**src/rtl/exc_ctrl.sv**
```systemverilog
`default_nettype none
// ============================================================================
// Module      : exc_ctrl
// Description : Exception request controller. It latches and masks requests,
//               dispatches them by fixed priority, and blocks nesting until ERet.
// Revision    : 1.0 - initial release
// ============================================================================
module exc_ctrl #(
  parameter int NSRC        = 4,
  parameter int ACK_TIMEOUT = 16
) (
  input  logic            clk,
  input  logic            reset,
  input  logic [NSRC-1:0] src_req,
  input  logic            mask_we,
  input  logic [NSRC-1:0] mask_wdata,
  input  logic            ExcAck,
  input  logic            ERet,
  output logic            Exc,
  output logic [3:0]      EStatus,
  output logic            busy,
  output logic [NSRC-1:0] pending,
  output logic [NSRC-1:0] mask,
  output logic            ack_timeout
);

  localparam int c_cnt_w = $clog2(ACK_TIMEOUT + 1);
  localparam logic [c_cnt_w-1:0] c_tmo_max = c_cnt_w'(ACK_TIMEOUT);

  typedef enum logic [1:0] {
    ST_IDLE    = 2'd0,
    ST_RAISE   = 2'd1,
    ST_HANDLER = 2'd2
  } state_t;

  state_t              r_state;
  state_t              w_state_nxt;
  logic                r_exc;
  logic                w_exc_nxt;
  logic [3:0]          r_estatus;
  logic [3:0]          w_estatus_nxt;
  logic [NSRC-1:0]     r_pending;
  logic [NSRC-1:0]     w_pending_nxt;
  logic [NSRC-1:0]     r_mask;
  logic [c_cnt_w-1:0]  r_cnt;
  logic [c_cnt_w-1:0]  w_cnt_nxt;
  logic [c_cnt_w-1:0]  w_cnt_inc;
  logic                r_timeout;
  logic                w_timeout_nxt;

  logic [NSRC-1:0]     w_elig;
  logic [NSRC-1:0]     w_win_oh;
  logic [3:0]          w_win_idx;
  logic                w_any;

  assign w_elig    = (r_pending | src_req) & r_mask;
  assign w_any     = |w_elig;
  assign w_cnt_inc = (r_cnt == c_tmo_max) ? r_cnt : r_cnt + 1'b1;

  // Scanning downwards lets the lowest set index overwrite the others.
  always_comb begin
    w_win_idx = '0;
    w_win_oh  = '0;
    for (int i = NSRC - 1; i >= 0; i--) begin
      if (w_elig[i]) begin
        w_win_idx   = 4'(i);
        w_win_oh    = '0;
        w_win_oh[i] = 1'b1;
      end
    end
  end

  always_comb begin
    w_state_nxt   = r_state;
    w_exc_nxt     = r_exc;
    w_estatus_nxt = r_estatus;
    w_pending_nxt = r_pending | src_req;
    w_cnt_nxt     = r_cnt;
    w_timeout_nxt = r_timeout;
    case (r_state)
      ST_IDLE: begin
        w_exc_nxt = 1'b0;
        w_cnt_nxt = '0;
        if (w_any) begin
          w_state_nxt   = ST_RAISE;
          w_exc_nxt     = 1'b1;
          w_estatus_nxt = w_win_idx + 4'd1;
          // The request sampled on the dispatch edge is consumed by it.
          w_pending_nxt = (r_pending | src_req) & ~w_win_oh;
        end
      end
      ST_RAISE: begin
        w_exc_nxt = 1'b1;
        if (ExcAck) begin
          w_state_nxt = ST_HANDLER;
          w_exc_nxt   = 1'b0;
          w_cnt_nxt   = '0;
        end else begin
          w_cnt_nxt = w_cnt_inc;
          if (w_cnt_inc == c_tmo_max) begin
            w_timeout_nxt = 1'b1;
          end
        end
      end
      ST_HANDLER: begin
        w_exc_nxt = 1'b0;
        if (ERet) begin
          w_state_nxt = ST_IDLE;
        end
      end
      default: begin
        w_state_nxt = ST_IDLE;
        w_exc_nxt   = 1'b0;
      end
    endcase
  end

  always_ff @(posedge clk or negedge reset) begin
    if (!reset) begin
      r_state   <= ST_IDLE;
      r_exc     <= 1'b0;
      r_estatus <= 4'd0;
      r_pending <= '0;
      r_mask    <= '1;
      r_cnt     <= '0;
      r_timeout <= 1'b0;
    end else begin
      r_state   <= w_state_nxt;
      r_exc     <= w_exc_nxt;
      r_estatus <= w_estatus_nxt;
      r_pending <= w_pending_nxt;
      r_cnt     <= w_cnt_nxt;
      r_timeout <= w_timeout_nxt;
      if (mask_we) begin
        r_mask <= mask_wdata;
      end
    end
  end

  assign Exc         = r_exc;
  assign EStatus     = r_estatus;
  assign busy        = (r_state != ST_IDLE);
  assign pending     = r_pending;
  assign mask        = r_mask;
  assign ack_timeout = r_timeout;

endmodule
`default_nettype wire
```
**config.mk**
```make
export PLATFORM = sky130hd
export DESIGN_NAME = exc_ctrl
export DESIGN_NICKNAME = d
export VERILOG_FILES = /design/src/rtl/exc_ctrl.sv
export SDC_FILE = /design/constraint.sdc
export NUM_CORES = 1
export LEC_CHECK = 0
export ABC_AREA = 1
export CAP_MARGIN = 30
export CORE_UTILIZATION = 45
export CTS_BUF_LIST = sky130_fd_sc_hd__clkbuf_4 sky130_fd_sc_hd__clkbuf_8 sky130_fd_sc_hd__clkbuf_16
export DETAILED_ROUTE_END_ITERATION = 12
export PLACE_DENSITY = 0.79
export SYNTH_ARGS = -nofsm -noshare
export SYNTH_HDL_FRONTEND = slang
export SYNTH_SLANG_ARGS = --single-unit
```
**constraint.sdc**
```tcl
create_clock -name clk -period 4.29 [get_ports clk]
set_input_delay 1.0725 -clock clk [delete_from_list [all_inputs] [get_ports clk]]
set_output_delay 1.0725 -clock clk [all_outputs]
set_load 0.02 [all_outputs]
```
==> metrics.md, run 1 <==
| Metric | Value |
|---|---|
| Status | `completed` |
| GPL Wtd Cong | `0.745` |
| Fillers | `201` |
| Number of setup violations in the final report | `0` |
| Most common cell in the netlist | `nand2_1` |
| Tmin final | `2690 ps` |
| Total gr overflow | `0` |
| Register bit total from synthesis | `20` |
| Critical path's slowest cell | `clkdlybuf4s50_1` |
| Detailed Place HPWL | `1470 um` |
| N_diodes | `0` |
| Crit. End Element | `primary output` |
| CP required | `approximately 3200 ps` |
| Drt wl/cell | `10.5 um` |
| Post-Syn Instances | `around 120` |
| Total GRT Usage | `a little under a fifth` |
| Hold Slack | `~480 ps` |
| Pre-CTS setup slack | `roughly 1800 ps` |
| Total Power | `about 0.7 mW` |
| Reg clk slew, reported paths | `110 ps` |
| Vias in the first global route | `between 800 and 900` |
| Startpoint types | `register` |
| Routed Antenna Nets | `0` |
| HP Class | `register to register` |
| Crit path buf inv count | `2` |
| Peak supply drop | `between 0.2 and 0.3 mV` |
| Final Max Slew Viols | `0` |
| Area Growth Syn to Fin | `31.2%` |
| CTS Root Cell | `clkbuf_4` |
| Worst-path cell chain | `nor2_4 -> inv_1 -> clkdlybuf4s50_1` |
| Drt total wl | `1900 um` |
| Fin. Hold Viols | `0` |
| 1st-iter DRT viols | `10` |
| Max-cap viol count | `0` |
| CP max FO | `8` |
| Nets@finish | `170` |
| Max stage delay on crit path | `550 ps` |
| CTS Buffer Depth | `2` |
| Clk sinks | `20` |
| Syn_nets | `140` |
| Starting Density | `roughly half` |
| Worst Clk Skew | `~11 ps` |
| TritonRoute pass-1 iters | `4` |
| Arr. time, crit path | `~1600 ps` |
| Setup TNS | `0 ps` |
| Die Wd | `49.5 um` |
| Top delay family on crit path | `buffers and inverters` |
| Crit path kind | `register to primary output` |
| Syn. warnings | `0` |
| Die Y | `around 50 um` |
| Fin crit share | `62.7%` |
| CTS tree | `yes` |
| Post-synth EDFFs | `0` |
| Rows | `16` |
| Share of the synthesized area in the top cell type | `39.4%` |
| Setup ws final | `1600 ps` |
| Seq/Total Area, Yosys | `around half` |
| Power Dens Cells | `about 520 mW/mm2` |
| Global-route wire length before repair | `3440 um` |
| Vias | `about 840` |
| Pin count of the biggest net entering global routing | `21` |
| I/O pin count | `28` |
| Mapped Area | `between 0.001 and 0.0015 mm2` |
| Clock Latency Late Sink | `between 200 and 300 ps` |
| PortBufs | `26` |
| PostCTS Resize Cnt | `0` |
| Max Freq | `roughly 0.37 GHz` |
| Remaining DRCs | `0` |
| Relative slew slack | `between 40% and 50%` |
| Std-Cell Core Area | `about 0.002 mm2` |
| Top cells by count, synth | `32 x nand2_1, 23 x inv_1, 16 x dfrtp_1` |
| Share of layout cells above drive strength 1 | `a little under an eighth` |
| # Post-CTS Setup Buffers | `0` |
| Post-synth ARST share | `100%` |
| Static Leakage | `0.652 nW` |
| Post-CTS Hold Fix Bufs | `0` |
| Htree depth | `1` |
| Top_reg_cell synth | `dfrtp_1` |
| Slew at the pin closest to its max-slew limit | `888 ps` |
| Post-synth cell types | `21` |
| DIE AREA | `0.00245 mm2` |
| Cts bufs inserted | `3` |
| Syn_area_per_cell | `a little over 8 um2` |
| Top area cells in the synthesized netlist | `dfrtp_1 39%, nand2_1 12%, dfstp_2 10%` |
| DR vias/cell | `~4.7` |
| Initial antenna violation count | `0` |
| RSZ-0062 raised after global routing | `no` |
| Largest area contributor in the netlist | `dfrtp_1` |
[cells by family after synthesis]
family / share of synthesized area [%]
AO/OA/AOI/OAI: 7.27
flip-flops: 49.8
AND/OR/NAND/NOR: 28.8
buffers and inverters: 9.24
adder cells (fa/ha/maj): 3.69
other: 0.369
XOR/XNOR: 0.862
[cell type report]
| type | count | area [um2] | share of cell area [%] |
|---|---|---|---|
| clock buffer | 4 | 30.0 | 2.25 |
| timing repair buffer | 26 | 260 | 19.5 |
| tap | 27 | 33.8 | 2.54 |
| sequential | 20 | 505 | 37.9 |
| inverter | 23 | 86.3 | 6.48 |
| multi-input combinational | 80 | 417 | 31.3 |
[cell usage in the layout (no fill, tap or decap)]
cell / count
nand2_1: 32
clkdlybuf4s50_1: 26
inv_1: 23
dfrtp_1: 16
nor2_1: 10
nand3_1: 8
nor2_2: 5
o21ai_0: 5
o22ai_1: 4
clkbuf_4: 4
dfstp_2: 4
ha_1: 3
nor2_4: 2
nand2_4: 2
a21oi_1: 2
nand2_2: 1
a31oi_1: 1
o31ai_1: 1
xor2_1: 1
nand4_1: 1
and2_1: 1
conb_1: 1
[layer usage]
layer / wire, um / vias to the layer above / global-route usage [%]
met3: 86 / 2 / 3.09
met1: 856 / 378 / 22.0
li1: - / 440 / -
met5: 0 / - / 0
met4: 19 / 0 / 4.29
met2: 936 / 19 / 33.6
[flip-flops by register name, indices dropped and copies added (netlist names)]
| name | count |
|---|---|
| mask | 4 |
| r_cnt | 5 |
| EStatus | 3 |
| pending | 4 |
| Exc | 1 |
| ack_timeout | 1 |
| r_state | 2 |
[through the flow]
step | instance area [um2] | instances | utilization [%]
2_1_floorplan | 1020 | 124 | -
3_3_place_gp | 1300 | 176 | 63.8
3_5_place_dp | 1300 | 176 | 63.8
4_1_cts | 1330 | 180 | 65.3
5_1_grt | 1330 | 180 | 65.3
6_report | 1330 | 180 | 65.3
[power breakdown]
part / switching [mW] / leakage (nW) / internal, mW
logic: 0.184 / 0.400 / 0.136
registers: 0.0421 / 0.234 / 0.241
clock network: 0.0517 / 0.0184 / 0.0423
total: 0.277 / 0.652 / 0.419
[final timing paths]
kind	startpoint	end	slack (ps)	cells after the start
worst max-delay path	r_state[1]$_DFFE_PN0P_	busy	1600	3
worst min-delay path	ack_timeout$_DFFE_PN0P_	ack_timeout$_DFFE_PN0P_	480	2
worst max register to register	mask[1]$_DFFE_PN1P_	EStatus[1]$_DFFE_PN0P_	2770	9
worst min register to register	ack_timeout$_DFFE_PN0P_	ack_timeout$_DFFE_PN0P_	480	2
max in group asynchronous	reset	pending[0]$_DFF_PN0_	2460	1
min in group asynchronous	reset	r_cnt[4]$_DFFE_PN0P_	1280	1
[worst register-to-register path, stage by stage, from the launching register on]
cell	delay [ps]
dfstp_2	560
inv_1	50
nor2_1	210
inv_1	70
nand2_1	70
nand2_1	70
inv_1	60
ha_1	220
nand3_1	80
nand2_1	50
Power figures use the tool's default switching activity.
==> run 2: changes to the inputs <==
Clock period 4.29 ns to 2.8 ns, I/O delays scaled along.
==> run 2 against run 1 <==
Hold slack worse by 7.0 ps. Final cell count is 0.56% higher. First-iteration DRC count is 30% higher. Via count is 4.9% higher. Critical path depth stayed put. Core utilization is 1.5 points higher. Non-clock buffer count is 1 higher. Setup slack worse by 1100 ps. Design area is 2.3% higher. Clock skew is 0.98 ps higher. Power is 67% higher. Sequential share of layout area is 0.84 points lower. Largest cell class unchanged. Largest power group unchanged. Highest routed layer unchanged.
==> metrics.md, run 2 (synthesis results as in run 1) <==
| Metric | Value |
|---|---|
| Status | `completed` |
| Worst Clk Skew | `about 12 ps` |
| Reg clk slew, reported paths | `roughly 120 ps` |
| Area Growth Syn to Fin | `34.1%` |
| Startpoint types | `register` |
| Met2 WL | `about 980 um` |
| Starting Density | `between 40% and 50%` |
| Max-cap viol count | `0` |
| Most flops, register | `r_cnt` |
| GPL Wtd Cong | `0.745` |
| Worst-path cell chain | `nor2_4 -> inv_1 -> clkdlybuf4s50_1` |
| TritonRoute pass-1 iters | `4` |
| Std-Cell Core Area | `0.00204 mm2` |
| Peak supply drop | `0.510 mV` |
| 1st-iter DRT viols | `13` |
| Power Dens Cells | `about 850 mW/mm2` |
| PostCTS Resize Cnt | `0` |
| Htree depth | `1` |
| Drt wl/cell | `about 11 um` |
| CTS Root Cell | `clkbuf_4` |
| Dpl cells | `between 150 and 200` |
| DIE AREA | `between 0.002 and 0.0025 mm2` |
| Area taken by multi-input logic gates | `between 400 and 500 um2` |
| N_diodes | `0` |
| Static Leakage | `roughly 0.67 nW` |
| Number of setup violations in the final report | `0` |
| Rows | `16` |
| Nets@finish | `171` |
| Vias in the first global route | `around 850` |
| Tmin final | `roughly 2300 ps` |
| Top routing layer in use | `met4` |
| Commonest cells after routing, fill and taps aside | `32 x nand2_1, 26 x clkdlybuf4s50_1, 23 x inv_1` |
| Crit. End Element | `primary output` |
| Final instance area | `~0.0014 mm2` |
| Share of layout cells above drive strength 1 | `12.3%` |
| Max Freq | `0.426 GHz` |
| CP required | `2100 ps` |
| RSZ-0062 raised after global routing | `no` |
| Most common cell after layout, fill and taps aside | `nand2_1` |
| Routed wl met3 | `83 um` |
| Cts bufs inserted | `3` |
| Clk sinks | `20` |
| Storage cell area | `505 um2` |
| HP Class | `register to register` |
| Remaining DRCs | `0` |
| Die Y | `a little under 50 um` |
| Clock Latency Late Sink | `around 310 ps` |
| PortBufs | `26` |
| Arr. time, crit path | `approximately 1700 ps` |
| Post-CTS Hold Fix Bufs | `0` |
| Critical path's slowest cell | `clkdlybuf4s50_1` |
| Met1 WL | `between 800 and 900 um` |
| Max stage delay on crit path | `550 ps` |
| Routed Antenna Nets | `0` |
| Crit path kind | `register to primary output` |
| Vias | `880` |
| Final Non-Filler Cells | `181` |
| Hold Slack | `476 ps` |
| Initial antenna violation count | `0` |
| Total GRT Usage | `between 10% and 20%` |
| Setup TNS | `0 ps` |
| I/O pin count | `28` |
| Fillers | `about 180` |
| Global-route wire length before repair | `roughly 3600 um` |
| Pin count of the biggest net entering global routing | `21` |
| CP max FO | `8` |
| Final Max Slew Viols | `0` |
| Fin. Hold Viols | `0` |
| DP Area | `~0.0013 mm2` |
| # Post-CTS Setup Buffers | `0` |
| Fin crit share | `around 84%` |
| CTS Buffer Depth | `2` |
| CTS tree | `yes` |
| Max reg flops | `5` |
| Die Wd | `49.5 um` |
| Drt total wl | `a little under 2000 um` |
| Detailed Place HPWL | `~1500 um` |
| Total gr overflow | `0` |
| DR vias/cell | `approximately 4.9` |
-- run 2: cell types whose count changed in the layout (fill, tap and decap cells not counted) --
cell,delta
bufinv_16,+1
buf_4,+1
clkbuf_4,-1
-- run 2: through the flow --
step                setup WS, ps  total power, mW  utilization (%)
CTS                          436             1.18             66.7
finish                       451             1.16             66.7
detailed placement           668            0.935             64.2
floorplan                   1190            0.733                -
global route                 360             1.24             66.7
global placement             698            0.917             64.2
-- run 2: final timing paths --
path                                         start                 endpoint  slack, ps  depth (start not counted)
max reg2reg                    mask[1]$_DFFE_PN1P_   EStatus[1]$_DFFE_PN0P_       1240                          9
min                        ack_timeout$_DFFE_PN0P_  ack_timeout$_DFFE_PN0P_        480                          2
max                         r_state[1]$_DFFE_PN0P_                     busy        450                          3
min reg2reg                ack_timeout$_DFFE_PN0P_  ack_timeout$_DFFE_PN0P_        480                          2
min in group asynchronous                    reset     r_cnt[2]$_DFFE_PN0P_        720                          2
max in group asynchronous                    reset      mask[1]$_DFFE_PN1P_       1800                          2
-- run 2: layout make-up --
class                   instances  area share [%]
repair buffers                 27            19.7
flip-flops and latches         20            37.1
clock inverters                 1            2.20
well taps                      27            2.48
inverters                      23            6.34
clock buffers                   3            1.65
multi-input cells              80            30.6
-- run 2: critical path, delay by kind of cell, from the launching register on --
kind | cells | cell delay, ps
buffers and inverters | 2 | 650
flip-flops | 1 | 460
AND/OR/NAND/NOR | 1 | 230
-- run 2: power by group --
part | total [mW] | internal (mW) | switching (mW)
sequential | 0.435 | 0.369 | 0.0654
clock | 0.237 | 0.145 | 0.0927
combinational | 0.492 | 0.210 | 0.283
-- run 2: metal layers --
metal / global-route usage (%) / up-vias
li1: - / 449
met1: 22.5 / 404
met2: 34.5 / 23
met3: 3.70 / 4
met4: 8.57 / 0
met5: 0 / -
==> run 3: changes to the inputs <==
Clock period 2.8 ns to 2.4 ns, I/O delays scaled along.
==> run 3 against run 2 <==
Power increased by 9.1%. Die area unchanged. Combinational power increased by 16%. Hold slack improved by 16 ps. Design area decreased by 1.2%. Register-to-register slack got worse by 370 ps. Clock skew decreased by 11 ps. Sequential power increased by 17%. Global-route usage decreased by 0.93 points. Final cell count unchanged. Count of clock-buffer cells in the layout increased by 1. Critical path type unchanged. Critical endpoint unchanged. Largest power group unchanged. Highest routed layer unchanged.
==> metrics.md, run 3 (synthesis results as in run 1) <==
| Metric | Value |
|---|---|
| Peak supply drop | `0.512 mV` |
| Max stage delay on crit path | `540 ps` |
| Area Growth Syn to Fin | `32.5%` |
| Number of setup violations in the final report | `0` |
| Routed Antenna Nets | `0` |
| Worst Reg-to-Reg Cells | `9` |
| Share of layout cells above drive strength 1 | `between 10 and 15%` |
| Register-to-register setup slack | `roughly 870 ps` |
| DIE AREA | `about 0.0025 mm2` |
| Most flops, register | `r_cnt` |
| GPL Wtd Cong | `around 0.75` |
| Status | `completed` |
| CP endpoint | `busy` |
| CTS Buffer Depth | `2` |
| Remaining DRCs | `0` |
| CTS Root Cell | `clkbuf_4` |
| Reg clk slew, reported paths | `about 110 ps` |
| Die Wd | `approximately 50 um` |
| Static Leakage | `0.659 nW` |
| Max-cap viol count | `0` |
| PortBufs | `26` |
| Cts bufs inserted | `3` |
| HP Class | `register to register` |
| Detailed Place HPWL | `1490 um` |
| Nets@finish | `~170` |
| Max reg flops | `5` |
| Max Freq | `~0.45 GHz` |
| Startpoint types | `register` |
| Fin crit share | `between 90% and 100%` |
| Critical path's slowest cell | `clkdlybuf4s50_1` |
| Tmin final | `about 2200 ps` |
| Htree depth | `1` |
| Initial antenna violation count | `0` |
| Fin. Hold Viols | `0` |
| Crit path from | `r_state[1]$_DFFE_PN0P_` |
| RSZ-0062 raised after global routing | `no` |
| Crit. End Element | `primary output` |
| Power Dens Cells | `roughly 940 mW/mm2` |
| Vias in the first global route | `826` |
| # Post-CTS Setup Buffers | `0` |
| Post-CTS Hold Fix Bufs | `0` |
| Pre-CTS setup slack | `approximately 360 ps` |
| Drt wl/cell | `10.9 um` |
| Global-route wire length before repair | `about 3400 um` |
| Final Max Slew Viols | `0` |
| Launch point of the worst reg-to-reg path | `mask[1]$_DFFE_PN1P_` |
| 1st-iter DRT viols | `8` |
| CTS tree | `yes` |
| Setup TNS | `0 ps` |
| Most common cell after layout, fill and taps aside | `nand2_1` |
| Hold path startpoint | `EStatus[2]$_DFFE_PN0P_` |
| Crit path kind | `register to primary output` |
| Drt total wl | `1970 um` |
| Arr. time, crit path | `between 1500 and 2000 ps` |
| Reg2Reg Capture Point | `EStatus[1]$_DFFE_PN0P_` |
| N_diodes | `0` |
| Clock Latency Late Sink | `290 ps` |
| I/O pin count | `28` |
| Die Y | `approximately 50 um` |
| Worst Clk Skew | `around 0.76 ps` |
| CP required | `1800 ps` |
| Setup ws final | `~180 ps` |
| TritonRoute pass-1 iters | `4` |
| PostCTS Resize Cnt | `0` |
| Commonest cells after routing, fill and taps aside | `32 x nand2_1, 26 x clkdlybuf4s50_1, 23 x inv_1` |
| CP max FO | `8` |
| Pin count of the biggest net entering global routing | `21` |
| Total GRT Usage | `a little under a fifth` |
| Rows | `16` |
| Starting Density | `49.8%` |
| Total gr overflow | `0` |
| Std-Cell Core Area | `0.00204 mm2` |
| DR vias/cell | `about 4.7` |
| Clk sinks | `20` |
| Vias | `about 850` |
| Worst-path cell chain | `nor2_4 -> inv_1 -> clkdlybuf4s50_1` |
==> run 3: changes by cell type in the layout (fill, tap and decap cells not counted) <==
cell | previous run | this run
clkbuf_8 | 0 | 1
bufinv_16 | 1 | 0
==> run 3: worst max-delay path: cells and delay by family, from the launching register on <==
family / cells / cell delay, ps
buffers and inverters: 2 / 640
flip-flops: 1 / 460
AND/OR/NAND/NOR: 1 / 230
==> run 3: how the worst min path moves through the flow <==
stage,cells past startpoint,endpoint
final,2,EStatus[2]$_DFFE_PN0P_
after global routing,2,ack_timeout$_DFFE_PN0P_
after CTS,2,EStatus[2]$_DFFE_PN0P_
after detailed placement,2,EStatus[2]$_DFFE_PN0P_
after global placement,2,ack_timeout$_DFFE_PN0P_
after floorplan,0,EStatus[0]$_DFFE_PN0P_
==> run 3: per-stage QoR <==
stage	total power [mW]	hold WS (ps)	std cells	utilization, %	instance area [um2]
6_report	1.27	492	181	65.9	1350
4_1_cts	1.28	493	181	65.9	1350
3_3_place_gp	1.07	450	177	64.2	1310
5_1_grt	1.37	528	181	65.9	1350
3_5_place_dp	1.09	465	177	64.2	1310
2_1_floorplan	0.855	304	124	-	1020
==> run 3: where the power goes <==
group	total, mW	leakage, nW	switching, mW	internal, mW
registers	0.508	0.234	0.0765	0.431
clock network	0.192	0.0210	0.0993	0.0924
logic	0.572	0.405	0.328	0.244
==> run 3: metal layers <==
metal	share of wire [%]	vias to the layer above	GRT usage, %
li1	-	440	-
met1	45	381	21.0
met2	50	21	34.2
met3	3.9	4	2.78
met4	1.1	0	7.14
met5	0	-	0
==> run 3: cell type report <==
| cell class | instances | area, um2 |
|---|---|---|
| Inverter | 23 | 86.3 |
| Multi-Input combinational cell | 80 | 417 |
| Fill cell | 211 | 696 |
| Clock buffer | 4 | 36.3 |
| Tap cell | 27 | 33.8 |
| Timing Repair Buffer | 27 | 268 |
| Sequential cell | 20 | 505 |
